### src/rtl/ppu_pal_pkg.sv
// Shared constants, state encoding and power-up colours for the PPU palette RAM.
// The default palette is only consumed when PALETTE_INIT_EN is defined.
package ppu_pal_pkg;

    localparam int         PAL_ENTRIES = 32;
    localparam int         DATA_W      = 6;
    localparam logic [5:0] PAL_PAGE    = 6'h3F;

    typedef enum logic [0:0] {
        ST_INIT  = 1'b0,
        ST_READY = 1'b1
    } pal_state_e;

    // Entry 0 sits in the least significant 6 bits, entry 31 in the most significant.
    localparam logic [PAL_ENTRIES*6-1:0] DEFAULT_PALETTE = {
        6'h08, 6'h2C, 6'h20, 6'h00, 6'h02, 6'h00, 6'h3A, 6'h08,
        6'h14, 6'h00, 6'h04, 6'h00, 6'h03, 6'h34, 6'h01, 6'h09,
        6'h2C, 6'h04, 6'h00, 6'h00, 6'h24, 6'h08, 6'h10, 6'h08,
        6'h0D, 6'h02, 6'h02, 6'h00, 6'h01, 6'h00, 6'h01, 6'h09
    };

    function automatic logic [5:0] default_colour(input logic [4:0] k);
        return DEFAULT_PALETTE[k*6 +: 6];
    endfunction

endpackage

### src/rtl/ppu_palette_mirror.sv
// Palette window decode and index fold for one address port.
// The sprite backdrop slots $10/$14/$18/$1C alias the background slots $00/$04/$08/$0C.
module ppu_palette_mirror
    import ppu_pal_pkg::*;
(
    input  logic [15:0] addr,
    output logic        in_window,
    output logic [4:0]  idx
);

    // Upper mirror bits and the intra-page repeat bits do not affect decoding.
    logic [4:0] unused_addr;
    assign unused_addr = {addr[15:14], addr[7:5]};

    assign in_window = (addr[13:8] == PAL_PAGE);

    // Fold the sprite backdrop entries onto their background counterparts.
    always_comb begin
        idx = addr[4:0];
        if (addr[4] && (addr[1:0] == 2'b00)) begin
            idx[4] = 1'b0;
        end
    end

endmodule

### src/rtl/ppu_palette_ram.sv
// PPU palette memory: answers VRAM bus reads in the $3F00-$3FFF window with one
// cycle of latency, takes PPUDATA writes, and asks the loader to refresh after changes.
// Optional macro PALETTE_INIT_EN adds a 32-cycle power-up sweep of the default palette.
module ppu_palette_ram
    import ppu_pal_pkg::*;
(
    input  logic        clk,
    input  logic        rst,
    input  logic [15:0] vram_addr,
    output logic [7:0]  vram_data_out,
    output logic        vram_hit,
    input  logic        wr_en,
    input  logic [15:0] wr_addr,
    input  logic [7:0]  wr_data,
    output logic        init_busy,
    output logic        reload_req,
    input  logic        reload_ack
);

    logic                rd_in_win;
    logic [4:0]          rd_idx;
    logic                wr_in_win;
    logic [4:0]          wr_idx;
    logic [DATA_W-1:0]   mem [PAL_ENTRIES];
    logic                wr_accept;
    logic                rd_forward;
    logic                init_done;
    logic [7:0]          rd_word;

    // Colour values are only 6 bits wide; the top bits of the write data are dropped.
    logic [7-DATA_W:0]   unused_wr_bits;
    assign unused_wr_bits = wr_data[7:DATA_W];

    ppu_palette_mirror u_rd_mirror (
        .addr      (vram_addr),
        .in_window (rd_in_win),
        .idx       (rd_idx)
    );

    ppu_palette_mirror u_wr_mirror (
        .addr      (wr_addr),
        .in_window (wr_in_win),
        .idx       (wr_idx)
    );

`ifdef PALETTE_INIT_EN
    pal_state_e state;
    pal_state_e state_next;
    logic [4:0] init_cnt;

    // State register; every reset restarts the power-up sweep.
    always_ff @(posedge clk or negedge rst) begin
        if (!rst) begin
            state <= ST_INIT;
        end else begin
            state <= state_next;
        end
    end

    // Leave INIT once the last entry has been written; READY is terminal.
    always_comb begin
        state_next = state;
        case (state)
            ST_INIT:  if (init_cnt == 5'd31) state_next = ST_READY;
            ST_READY: state_next = ST_READY;
            default:  state_next = ST_READY;
        endcase
    end

    // Sweep counter selects which entry receives its default colour this cycle.
    always_ff @(posedge clk or negedge rst) begin
        if (!rst) begin
            init_cnt <= 5'd0;
        end else if (state == ST_INIT) begin
            init_cnt <= init_cnt + 5'd1;
        end
    end

    assign init_busy = (state == ST_INIT);
    assign init_done = init_busy && (init_cnt == 5'd31);
`else
    assign init_busy = 1'b0;
    assign init_done = 1'b0;
`endif

    assign wr_accept  = wr_en && wr_in_win && !init_busy;
    assign rd_forward = wr_accept && (wr_idx == rd_idx);

    // Palette storage: sweep writes during INIT, CPU writes once READY.
    always_ff @(posedge clk or negedge rst) begin
        if (!rst) begin
            for (int i = 0; i < PAL_ENTRIES; i++) begin
                mem[i] <= '0;
            end
        end else begin
`ifdef PALETTE_INIT_EN
            if (init_busy) begin
                mem[init_cnt] <= default_colour(init_cnt);
            end
`endif
            if (wr_accept) begin
                mem[wr_idx] <= wr_data[DATA_W-1:0];
            end
        end
    end

    // Select read data, forwarding a same-cycle write so the loader never sees stale colour.
    always_comb begin
        rd_word = 8'h00;
        if (rd_in_win) begin
            if (rd_forward) begin
                rd_word = 8'(wr_data[DATA_W-1:0]);
            end else begin
                rd_word = 8'(mem[rd_idx]);
            end
        end
    end

    // Register the read response so data lands exactly one cycle after its address.
    always_ff @(posedge clk or negedge rst) begin
        if (!rst) begin
            vram_data_out <= 8'h00;
            vram_hit      <= 1'b0;
        end else begin
            vram_data_out <= rd_word;
            vram_hit      <= rd_in_win;
        end
    end

    // Reload request: a fresh change outranks a simultaneous acknowledge.
    always_ff @(posedge clk or negedge rst) begin
        if (!rst) begin
            reload_req <= 1'b0;
        end else if (wr_accept || init_done) begin
            reload_req <= 1'b1;
        end else if (reload_ack) begin
            reload_req <= 1'b0;
        end
    end

endmodule
### config.mk
export PLATFORM = sky130hd
export DESIGN_NAME = ppu_palette_ram
export DESIGN_NICKNAME = d
export VERILOG_FILES = /design/src/rtl/ppu_pal_pkg.sv /design/src/rtl/ppu_palette_mirror.sv /design/src/rtl/ppu_palette_ram.sv
export SDC_FILE = /design/constraint.sdc
export NUM_CORES = 1
export LEC_CHECK = 0
export CAP_MARGIN = 20
export CORE_UTILIZATION = 55
export CTS_BUF_LIST = sky130_fd_sc_hd__clkbuf_2
export DETAILED_ROUTE_END_ITERATION = 8
export PLACE_DENSITY = 0.85
export SYNTH_ARGS = -nofsm -noshare
export SYNTH_HDL_FRONTEND = slang
export SYNTH_SLANG_ARGS = --single-unit
### constraint.sdc
create_clock -name clk -period 2 [get_ports clk]
set_input_delay 0.4 -clock clk [delete_from_list [all_inputs] [get_ports clk]]
set_output_delay 0.4 -clock clk [all_outputs]
set_load 0.05 [all_outputs]
==> reports/results.txt <==
Die Wd: 131 um
sequential element share of the synthesized area: 0.548
Cells after DPL: 904
CP dominant cell by count: mux4_2
CTS tree: done
Crit Path Class: reg -> reg
core area: 16,100 um2
port buffer count: 39
area growth from synthesis to layout: 13.1%
die area: 17,100 um2
Setup crit start kind: flip-flop
Pre-Repair DR Iteration Count: 5
Routability Congestion: 0.930
clk slew on worst S/H paths: 0.26 ns
total power: 6710 uW
sw frac: 0.252
max-capacitance violation count: 0
CTS root buffer: clkbuf_2
Combinational Power Share: 0.089
R2R Path End: vram_data_out[4]$_DFF_PN0_
Slew headroom: 0.605
synthesized cell area: 9130 um2
worst-path fanout max: 2
initial antenna violation count: 2
Final ANT Viol Nets: 0
P_leak: 0.00507 uW
Post-Syn Instances: 643
Final Max Slew Viols: 0
initial core utilization: 0.569
Clk pwr share: 0.300
CP max-delay cell: mux4_2
sequential share of power: 0.611
Synth warnings: 0
Clock Latency Late Sink: 0.77 ns
Arrival @ worst endpoint: 2.61 ns
Min-Delay Path Class: in -> async
Clock Sinks: 200
via count: 5,684
Total Wirelength: 20.4 mm
Critical Path End Type: flip-flop
final core utilization: 0.643
setup_tns: 0 ns
clk_skew: 0.0374 ns
synth cell count leaders: dfrtp_1 (200), mux2_2 (166), clkbuf_1 (51)
die height: 131 um
final non-filler cell total: 936
first-pass GRT wire length: 32.9 mm
main flop type after synthesis: dfrtp_1
register bit total from synthesis: 200
Post-DP HPWL: 14.5 mm
Achievable Freq: 516 MHz
Peak VDD IR: 0.352 mV
Mean Syn Cell Area: 14.2 um2
PD cells: 650 nW/um2
Post-route DRC: 0
Distinct cells, synth: 41
run status: complete, no violations
EDFF count, synth: 0
# IOs: 55
DR iter-0 viols: 433
share of post-route cells with drive strength above 1: 0.449
RSZ-0062 raised after global routing: no
gr usage total: 0.263
Setup crit start: mem[4]$_DFFE_PN0P_
Worst-Margin Slew: 0.590 ns
Clock Tree Buf Depth: 2
final instance area: 10,300 um2
largest net degree at the start of global routing: 57
final period utilization: 0.968
final setup fails: 0
Clock H-tree levels: 4
num rows: 46
Congestion Overflow GR: 0
Worst Reg-to-Reg Cells: 4
Final Hold Viols: 0
vias in the first global route: 6,085
Tmin final: 1.94 ns
top cells by area, synth: dfrtp_1 (55%), mux2_2 (20%), mux4_2 (7.9%), mux2i_1 (3.7%), clkbuf_1 (2.1%)
fin nets: 752
Yosys top cell by area: dfrtp_1
area share of the largest cell type after synthesis: 0.548
ys async rst share: 1.00
post-DR wirelength/cell: 21.8 um
vias per cell: 6.07
CTS Buf Count: 17
most frequent cell after synthesis: dfrtp_1
Worst R2R Start: mem[4]$_DFFE_PN0P_
cells along the critical path: mux4_2 -> mux4_2 -> and3_1 -> a211o_1
Worst R2R Setup Slack: 0.06 ns
Critical Path Max Stage Delay: 0.53 ns
switching power: 1690 uW
internal power: 5020 uW
Post-Place Cell Area: 10,100 um2
CP required: 2.67 ns
## power groups by stage
| stage | logic (uW) | registers, uW | clock network [uW] |
|---|---|---|---|
| floorplan | 279 | 4160 | 0 |
| global placement | 573 | 4160 | 0 |
| detailed placement | 594 | 4170 | 0 |
| CTS | 596 | 4100 | 2060 |
| global route | 642 | 4110 | 2220 |
| finish | 595 | 4100 | 2010 |
## what timing repair did
item | 4_1_cts | 5_1_grt
resized for setup | 30 | 11
hold buffers | 1 | 0
setup buffers | 0 | 0
endpoints found under the hold margin | 200 | 0
setup endpoints to repair | 8 | 6
gates cloned | 0 | 0
## per-stage QoR
stage	setup slack [ns]	hold slack (ns)
floorplan	0.0348	0.104
global placement	-0.499	0.360
detailed placement	-0.583	0.363
CTS	0.00657	0.0785
global route	0.0184	0.0799
finish	0.0637	0.119
## cell type report
class                      instances  area (um2)
clock buffer                      18        90.1
clock inverter                    12         151
tap                              216         270
antenna                            1        2.50
inverter                           4        15.0
sequential                       200        5000
multi-input combinational        373        3820
timing repair buffer             112         972
fill                            1123        5730
## cells by family (layout without fill, tap and decap cells)
family / Yosys count / after routing / share of synthesized area
mux: 234 / 234 / 0.323
flops: 200 / 200 / 0.548
buf+inv: 72 / 146 / 0.0345
simple gates: 70 / 70 / 0.0436
compound gates: 61 / 61 / 0.0453
xor+xnor: 5 / 5 / 0.00479
other cells: 1 / 4 / 0.000411
## worst max-delay path by stage
stage / to / slack, ns
finish: vram_data_out[4]$_DFF_PN0_ / 0.06
global route: reload_req / 0.02
CTS: vram_data_out[1] / 0.007
detailed placement: mem[114]$_DFFE_PN0P_ / -0.58
global placement: mem[162]$_DFFE_PN0P_ / -0.50
floorplan: mem[10]$_DFFE_PN0P_ / 0.03
## worst max-delay path, delay by kind of cell, from the launching register on
family / cells / cell delay (ns)
multiplexers: 2 / 1.00
AO/OA/AOI/OAI: 1 / 0.25
flip-flops: 1 / 0.44
AND/OR/NAND/NOR: 1 / 0.16
## state kept, by name, indices dropped and copies added, names as in the netlist
register,cells
vram_hit,1
vram_data_out,6
reload_req,1
mem,192
## routing by layer
metal | share of wire | routed length (um) | GRT usage | vias to the layer above
li1 | - | - | - | 2481
met1 | 0.43 | 8700 | 0.345 | 2963
met2 | 0.50 | 10100 | 0.433 | 196
met3 | 0.053 | 1070 | 0.0517 | 42
met4 | 0.025 | 504 | 0.106 | 2
met5 | 0.00044 | 9 | 0 | -
## cell usage in the layout (no fill, tap or decap), types with 5 or more instances in the layout
| cell type | count |
|---|---|
| clkbuf_2 | 18 |
| nand3_1 | 6 |
| nor2_1 | 12 |
| o21ai_0 | 12 |
| clkdlybuf4s50_1 | 28 |
| nand2_1 | 15 |
| o221ai_1 | 17 |
| buf_2 | 9 |
| mux2i_1 | 34 |
| a21oi_1 | 17 |
| mux2_2 | 166 |
| buf_4 | 66 |
| o22ai_1 | 5 |
| buf_12 | 6 |
| a32o_1 | 5 |
| nand2b_1 | 12 |
| dfrtp_1 | 200 |
| mux4_2 | 32 |
No activity file was read; power rests on OpenSTA's default activity.
